**src/rtl/alu_seq_pkg.sv**
```systemverilog
// rtl/alu_seq_pkg.sv - opcodes, state encoding and ALU strobe indices for alu_control_sequencer
package alu_seq_pkg;

    localparam logic [4:0] OP_ADD  = 5'b00011;
    localparam logic [4:0] OP_SUB  = 5'b00100;
    localparam logic [4:0] OP_AND  = 5'b00101;
    localparam logic [4:0] OP_OR   = 5'b00110;
    localparam logic [4:0] OP_ROR  = 5'b00111;
    localparam logic [4:0] OP_ROL  = 5'b01000;
    localparam logic [4:0] OP_SHR  = 5'b01001;
    localparam logic [4:0] OP_SHRA = 5'b01010;
    localparam logic [4:0] OP_SHL  = 5'b01011;
    localparam logic [4:0] OP_MUL  = 5'b01111;
    localparam logic [4:0] OP_DIV  = 5'b10000;
    localparam logic [4:0] OP_NEG  = 5'b10001;
    localparam logic [4:0] OP_NOT  = 5'b10010;
    localparam logic [4:0] OP_HALT = 5'b11011;

    localparam int ALU_AND  = 0;
    localparam int ALU_OR   = 1;
    localparam int ALU_ADD  = 2;
    localparam int ALU_SUB  = 3;
    localparam int ALU_MUL  = 4;
    localparam int ALU_DIV  = 5;
    localparam int ALU_SHR  = 6;
    localparam int ALU_SHRA = 7;
    localparam int ALU_SHL  = 8;
    localparam int ALU_ROR  = 9;
    localparam int ALU_ROL  = 10;
    localparam int ALU_NEG  = 11;
    localparam int ALU_NOT  = 12;

    typedef enum logic [3:0] {
        S_IDLE = 4'd0,
        S_T0   = 4'd1,
        S_T1   = 4'd2,
        S_T2   = 4'd3,
        S_T3   = 4'd4,
        S_T4   = 4'd5,
        S_T5   = 4'd6,
        S_T6   = 4'd7,
        S_HALT = 4'd8
    } state_t;

    typedef enum logic [2:0] {
        CLS_3REG,
        CLS_MULDIV,
        CLS_UNARY,
        CLS_HALT,
        CLS_ILLEGAL
    } op_class_t;

    function automatic op_class_t op_class(input logic [4:0] op);
        op_class_t c;
        c = CLS_ILLEGAL;
        case (op)
            OP_ADD, OP_SUB, OP_AND, OP_OR, OP_ROR,
            OP_ROL, OP_SHR, OP_SHRA, OP_SHL: c = CLS_3REG;
            OP_MUL, OP_DIV:                  c = CLS_MULDIV;
            OP_NEG, OP_NOT:                  c = CLS_UNARY;
            OP_HALT:                         c = CLS_HALT;
            default:                         c = CLS_ILLEGAL;
        endcase
        return c;
    endfunction

    function automatic logic [3:0] alu_index(input logic [4:0] op);
        logic [3:0] idx;
        idx = 4'(ALU_AND);
        case (op)
            OP_ADD:  idx = 4'(ALU_ADD);
            OP_SUB:  idx = 4'(ALU_SUB);
            OP_AND:  idx = 4'(ALU_AND);
            OP_OR:   idx = 4'(ALU_OR);
            OP_ROR:  idx = 4'(ALU_ROR);
            OP_ROL:  idx = 4'(ALU_ROL);
            OP_SHR:  idx = 4'(ALU_SHR);
            OP_SHRA: idx = 4'(ALU_SHRA);
            OP_SHL:  idx = 4'(ALU_SHL);
            OP_MUL:  idx = 4'(ALU_MUL);
            OP_DIV:  idx = 4'(ALU_DIV);
            OP_NEG:  idx = 4'(ALU_NEG);
            OP_NOT:  idx = 4'(ALU_NOT);
            default: idx = 4'(ALU_AND);
        endcase
        return idx;
    endfunction

endpackage

```
**src/rtl/reg_onehot_decoder.sv**
```systemverilog
// rtl/reg_onehot_decoder.sv - 4-bit register index plus enable to one-hot register strobe vector
module reg_onehot_decoder #(
    parameter int NUM_REGS = 16
) (
    input  logic [3:0]          i_idx,
    input  logic                i_en,
    output logic [NUM_REGS-1:0] o_onehot
);

    // Indices beyond NUM_REGS shift out and yield no strobe at all.
    assign o_onehot = i_en ? (NUM_REGS'(1) << i_idx) : '0;

endmodule

```
**src/rtl/alu_control_sequencer.sv**
```systemverilog
// rtl/alu_control_sequencer.sv - Moore fetch/execute control sequencer for register ALU instructions
// Optional single-step input enabled by defining ALU_SEQ_SINGLE_STEP_EN.
module alu_control_sequencer #(
    parameter int NUM_REGS = 16,
    parameter int ALU_OPS  = 13
) (
    input  logic                clk,
    input  logic                reset,
    input  logic                start,
`ifdef ALU_SEQ_SINGLE_STEP_EN
    input  logic                step,
`endif
    input  logic [31:0]         IR,
    output logic                run,
    output logic                done,
    output logic                err,
    output logic                PCout,
    output logic                MARin,
    output logic                IncPC,
    output logic                PCin,
    output logic                Read,
    output logic                MDRin,
    output logic                MDRout,
    output logic                IRin,
    output logic                Yin,
    output logic                Zin,
    output logic                Zhighout,
    output logic                Zlowout,
    output logic                HIin,
    output logic                LOin,
    output logic [NUM_REGS-1:0] Rin,
    output logic [NUM_REGS-1:0] Rout,
    output logic [ALU_OPS-1:0]  alu_op
);
    import alu_seq_pkg::*;

    state_t     r_state;
    state_t     w_state_next;
    logic       r_err;
    logic       w_adv;
    logic [4:0] w_opcode;
    logic [3:0] w_ra, w_rb, w_rc;
    op_class_t  w_class;
    logic       w_rin_en, w_rout_en, w_alu_en;
    logic [3:0] w_rout_idx;
    logic       w_unused_ir;

    assign w_opcode    = IR[31:27];
    assign w_ra        = IR[26:23];
    assign w_rb        = IR[22:19];
    assign w_rc        = IR[18:15];
    assign w_unused_ir = &{1'b0, IR[14:0]};
    assign w_class     = op_class(w_opcode);

`ifdef ALU_SEQ_SINGLE_STEP_EN
    assign w_adv = step;
`else
    assign w_adv = 1'b1;
`endif

    always_ff @(posedge clk or posedge reset) begin
        if (reset) begin
            r_state <= S_IDLE;
            r_err   <= 1'b0;
        end else begin
            r_state <= w_state_next;
            if (w_adv && r_state == S_T3 && w_class == CLS_ILLEGAL)
                r_err <= 1'b1;
        end
    end

    always_comb begin
        w_state_next = r_state;
        case (r_state)
            S_IDLE: if (start) w_state_next = S_T0;
            S_T0:   w_state_next = S_T1;
            S_T1:   w_state_next = S_T2;
            S_T2:   w_state_next = S_T3;
            S_T3:   w_state_next = (w_class == CLS_HALT || w_class == CLS_ILLEGAL) ? S_HALT : S_T4;
            S_T4:   w_state_next = (w_class == CLS_UNARY) ? S_T0 : S_T5;
            S_T5:   w_state_next = (w_class == CLS_MULDIV) ? S_T6 : S_T0;
            S_T6:   w_state_next = S_T0;
            S_HALT: w_state_next = S_HALT;
            default: w_state_next = S_IDLE;
        endcase
        if (!w_adv)
            w_state_next = r_state;
    end

    always_comb begin
        {PCout, MARin, IncPC, PCin, Read, MDRin, MDRout, IRin} = '0;
        {Yin, Zin, Zhighout, Zlowout, HIin, LOin, done}        = '0;
        w_rin_en   = 1'b0;
        w_rout_en  = 1'b0;
        w_alu_en   = 1'b0;
        w_rout_idx = w_rb;
        case (r_state)
            S_T0: {PCout, MARin, IncPC, PCin} = 4'hF;
            S_T1: {Read, MDRin} = 2'b11;
            S_T2: {MDRout, IRin} = 2'b11;
            S_T3: begin
                // MUL/DIV put ra in Y first; unary ops go straight to the ALU with rb.
                case (w_class)
                    CLS_3REG:   begin w_rout_en = 1'b1; Yin = 1'b1; end
                    CLS_MULDIV: begin w_rout_en = 1'b1; w_rout_idx = w_ra; Yin = 1'b1; end
                    CLS_UNARY:  begin w_rout_en = 1'b1; w_alu_en = 1'b1; Zin = 1'b1; end
                    default: ;
                endcase
            end
            S_T4: begin
                case (w_class)
                    CLS_3REG:   begin w_rout_en = 1'b1; w_rout_idx = w_rc; w_alu_en = 1'b1; Zin = 1'b1; end
                    CLS_MULDIV: begin w_rout_en = 1'b1; w_alu_en = 1'b1; Zin = 1'b1; end
                    CLS_UNARY:  begin Zlowout = 1'b1; w_rin_en = 1'b1; done = 1'b1; end
                    default: ;
                endcase
            end
            S_T5: begin
                case (w_class)
                    CLS_3REG:   begin Zlowout = 1'b1; w_rin_en = 1'b1; done = 1'b1; end
                    CLS_MULDIV: begin Zlowout = 1'b1; LOin = 1'b1; end
                    default: ;
                endcase
            end
            S_T6: begin Zhighout = 1'b1; HIin = 1'b1; done = 1'b1; end
            default: ;
        endcase
    end

    assign run    = (r_state != S_IDLE) && (r_state != S_HALT);
    assign err    = r_err;
    assign alu_op = w_alu_en ? (ALU_OPS'(1) << alu_index(w_opcode)) : '0;

    reg_onehot_decoder #(.NUM_REGS(NUM_REGS)) u_rin_dec (
        .i_idx    (w_ra),
        .i_en     (w_rin_en),
        .o_onehot (Rin)
    );

    reg_onehot_decoder #(.NUM_REGS(NUM_REGS)) u_rout_dec (
        .i_idx    (w_rout_idx),
        .i_en     (w_rout_en),
        .o_onehot (Rout)
    );

endmodule
```
**config.mk**
```make
export PLATFORM = sky130hd
export DESIGN_NAME = alu_control_sequencer
export DESIGN_NICKNAME = d
export VERILOG_FILES = /design/src/rtl/alu_seq_pkg.sv /design/src/rtl/reg_onehot_decoder.sv /design/src/rtl/alu_control_sequencer.sv
export SDC_FILE = /design/constraint.sdc
export NUM_CORES = 1
export LEC_CHECK = 0
export CAP_MARGIN = 20
export CORE_UTILIZATION = 38
export DETAILED_ROUTE_END_ITERATION = 8
export PLACE_DENSITY_LB_ADDON = 0.12
export SLEW_MARGIN = 5
export SYNTH_ARGS = -nofsm -noshare
export SYNTH_HDL_FRONTEND = slang
export SYNTH_HIERARCHICAL = 1
export SYNTH_SLANG_ARGS = --single-unit
```
**constraint.sdc**
```tcl
create_clock -name clk -period 4.4 [get_ports clk]
set_clock_uncertainty 0.05 [all_clocks]
set_input_delay 0.44 -clock clk [delete_from_list [all_inputs] [get_ports clk]]
set_output_delay 0.44 -clock clk [all_outputs]
set_load 0.01 [all_outputs]
```
==> impl_metrics.ini <==
[run_status]
status = finished clean

[sta]
max-slew-margin-rel = 0.5695
grt_setup_unrepaired = false
max_clock_freq_mhz = 239.9
setup_violations = 0
final-hold-violation-count = 0
post-route-min-period_ns = 4.168
post-route-period-util = 0.9473
timing_worst_slew_pin_value_ns = 0.6458
final_number_of_max_transition_violations = 0
setup-tns-final_ns = 0

[power_and_ir_drop]
power.share.clock = 0.093
power.combinational.fraction = 0.704
internal_power_uw = 304.2
power.static_leakage_uw = 0.0007850
power.net_switching_uw = 267.4
power.density_mw_per_mm2 = 255.8
max-vdd-ir-drop_v = 0.0003208
power_frac_seq = 0.203
switching_share = 0.4678

[clock_tree]
cts.path.max_buffers = 2
numCtsBuffers = 3
cts_tree = yes
clock_latency_ns = 0.24
htree_num_levels = 1
clk_pin_slew_ns = 0.05
root_buffer = clkbuf_4
cts.sink_count = 5

[final_layout]
nFillCells = 331
multiInputGateArea_mm2 = 0.001132
drive_above_1_share = 0.1111
num_antenna_cells = 0
final-seq-area_um2 = 125.1
finalNetCount = 321
finish.cell_count_without_fillers = 325
flow.area_growth_from_synthesis_pct = 62.66

[synth]
synth_fa_ha_area_frac = 0.05464
number_of_distinct_library_cells_after_synthesis = 55
synth.yosys.seq_area_share = 0.09107
synth-compound-area-share = 0.2250
synth-main-ff-cell = dfrtp_1
synth_top_family_by_area = simple AND/OR/NAND/NOR gates
post_synth_xor_area_fraction = 0.006375
mappedNetlistArea_mm2 = 0.001374
syn_avg_cell_area_um2 = 6.801
synth_top_area_cell = nor2_1
yosys_warnings = 6
synth-edff-count = 0
synth_mux_area_frac = 0.007286
post_syn_instances = 202
syn_nets = 243
synth_top_cell_area_share = 0.1093
postSynthRegisterBits = 5
yosys.area_share.simple = 0.5255
post_synth_main_area_contributors = nor2_1 11%, dfrtp_1 9.1%, ha_1 5.5%
synth-async-reset-ratio = 1.000

[critical_path]
crit_slowest_cell = clkdlybuf4s50_1
critPathLaunchType = input port
timing.critical_path.mode_cell = clkdlybuf4s50_1
cp.arrival_ns = 3.68
worstPathCellList = clkdlybuf4s50_1 > inv_1 > ha_1 > nor3b_2 > a221oi_4 > a21oi_1 > and4_1 > a221o_1 > or3b_4 > nor3_2 > clkdlybuf4s50_1
critPathTopFamily = buffers and inverters
cp_max_fo = 6
crit_path_class = in -> out
rr_worst_depth = 2
worstPathRequired_ns = 3.91
worst-path-stages = 11
timing.critical_path.buf_inv = 3
cp-end-kind = primary output
max_stage_delay_ns = 0.56

[die]
die-area_mm2 = 0.003860
rows = 21
chipHeight_um = 62.13
chip_width_um = 62.13
ios = 97
coreArea_mm2 = 0.003390
floorplan.initialDensity = 0.4053

[job]
maxCapViolations = 0

[routing]
route.detailed.vias_per_inst = 5.323
drtIter0Drc = 66
detail_route.drc_violations = 0
ant_nets = 0
vias = 1730
routed_wl_um = 4159
dr.pass1.iters = 4
post_drt_wl_per_cell_um = 12.80

[place]
dp.cells = 321
gp_congestion = 0.8850
io_buffers = 81
dpl.hpwl_um = 3421

[global_route]
first_global_vias = 1587
gr-usage-all-layers = 0.2208
initial_antenna_violation_count = 0
globalRouteOverflowTotal = 0
grt_pass1_wl_um = 7210
grt_start_max_net_pins = 25

[worst_hold_path]
hold_class = in -> async
[stage by stage]
stage	cell area, um2	hold WS (ns)	power, uW	setup WS [ns]	utilization
after floorplan	1374	0.1685	371.7	1.272	-
after global placement	2201	0.3961	511.1	0.2025	0.6493
after detailed placement	2201	0.3981	516.3	0.1605	0.6493
after CTS	2227	0.3451	572.8	0.1598	0.6571
after global routing	2235	0.3895	619.4	0.04244	0.6593
final	2235	0.3480	571.6	0.2318	0.6593
[metal layers]
metal	up-vias	part of all wire	track usage
met5	-	0	0
met2	60	0.48	0.3956
li1	881	-	-
met1	789	0.47	0.2860
met3	0	0.049	0.03493
met4	0	0	0.02035
[worst reg2reg max path, delay by kind of cell, from the launching register on]
kind	cells	cell delay [ns]
flip-flops	1	0.61
AO/OA/AOI/OAI	1	0.09
AND/OR/NAND/NOR	1	0.72
[cell families after synthesis]
group | after synthesis
compound gates | 39
xor+xnor | 1
simple gates | 127
fa+ha+maj | 6
buf+inv | 23
flops | 5
mux | 1
[cells in the final DEF (no fill, tap or decap), drive strengths merged, types with 2 or more instances in the layout]
| master | count |
|---|---|
| clkdlybuf4s50 | 81 |
| nor2 | 43 |
| nor3 | 17 |
| nand2 | 15 |
| nand2b | 11 |
| a21oi | 9 |
| inv | 8 |
| buf | 7 |
| nand3b | 6 |
| ha | 6 |
| dfrtp | 5 |
| nand3 | 4 |
| and4 | 4 |
| a221o | 4 |
| o21ai | 4 |
| clkbuf | 4 |
| nor2b | 3 |
| nand4b | 3 |
| or3 | 3 |
| o22ai | 3 |
| a22o | 3 |
| nor3b | 3 |
| a31oi | 2 |
| a311o | 2 |
| o31ai | 2 |
| a22oi | 2 |
| and2 | 2 |
| and3 | 2 |
| nand4 | 2 |
| or3b | 2 |
| o2bb2ai | 2 |
| or2 | 2 |
[sequential cells by signal (all words and copies together), names as in the netlist]
signal   cells
r_state      4
err          1
[power by group through the flow]
stage               logic [uW]  registers, uW  clock network [uW]
finish                     402            116                53.4
global route               438            122                60.1
CTS                        403            114                55.6
detailed placement         402            115                   0
global placement           397            114                   0
floorplan                  293           78.7                   0
[worst paths after layout]
check	to	slack (ns)	startpoint
max in group asynchronous	r_state[3]	3.77	reset
max	Rout[0]	0.23	IR[28]
min in group clk	err	0.41	err
min	r_state[0]	0.35	reset
max reg2reg	r_state[3]	2.81	r_state[0]
min reg2reg	err	0.41	err
[repair_timing]
item	CTS	global route
endpoints found under the setup margin	0	3
buffers inserted	0	0
resized for setup	0	2
hold buffers	0	0
[final cells by class]
type                       instances  share of cell area
clock buffer                       4             0.01176
inverter                           8             0.01344
multi-input combinational        174              0.5067
sequential                         5             0.05599
tap                               46             0.02576
timing repair buffer              88              0.3863
[synthesized netlist by cell type, types with 4 or more instances]
library cell  number
nand3_1            4
nor2_1            40
inv_1              7
nand2_1           15
nand2b_1          11
clkbuf_1           6
buf_4              7
dfrtp_1            5
nor3_1            14
nand3b_1           6
and4_1             4
a21oi_1            8
ha_1               6
a221o_1            4
(Power assumes the default switching activity.)
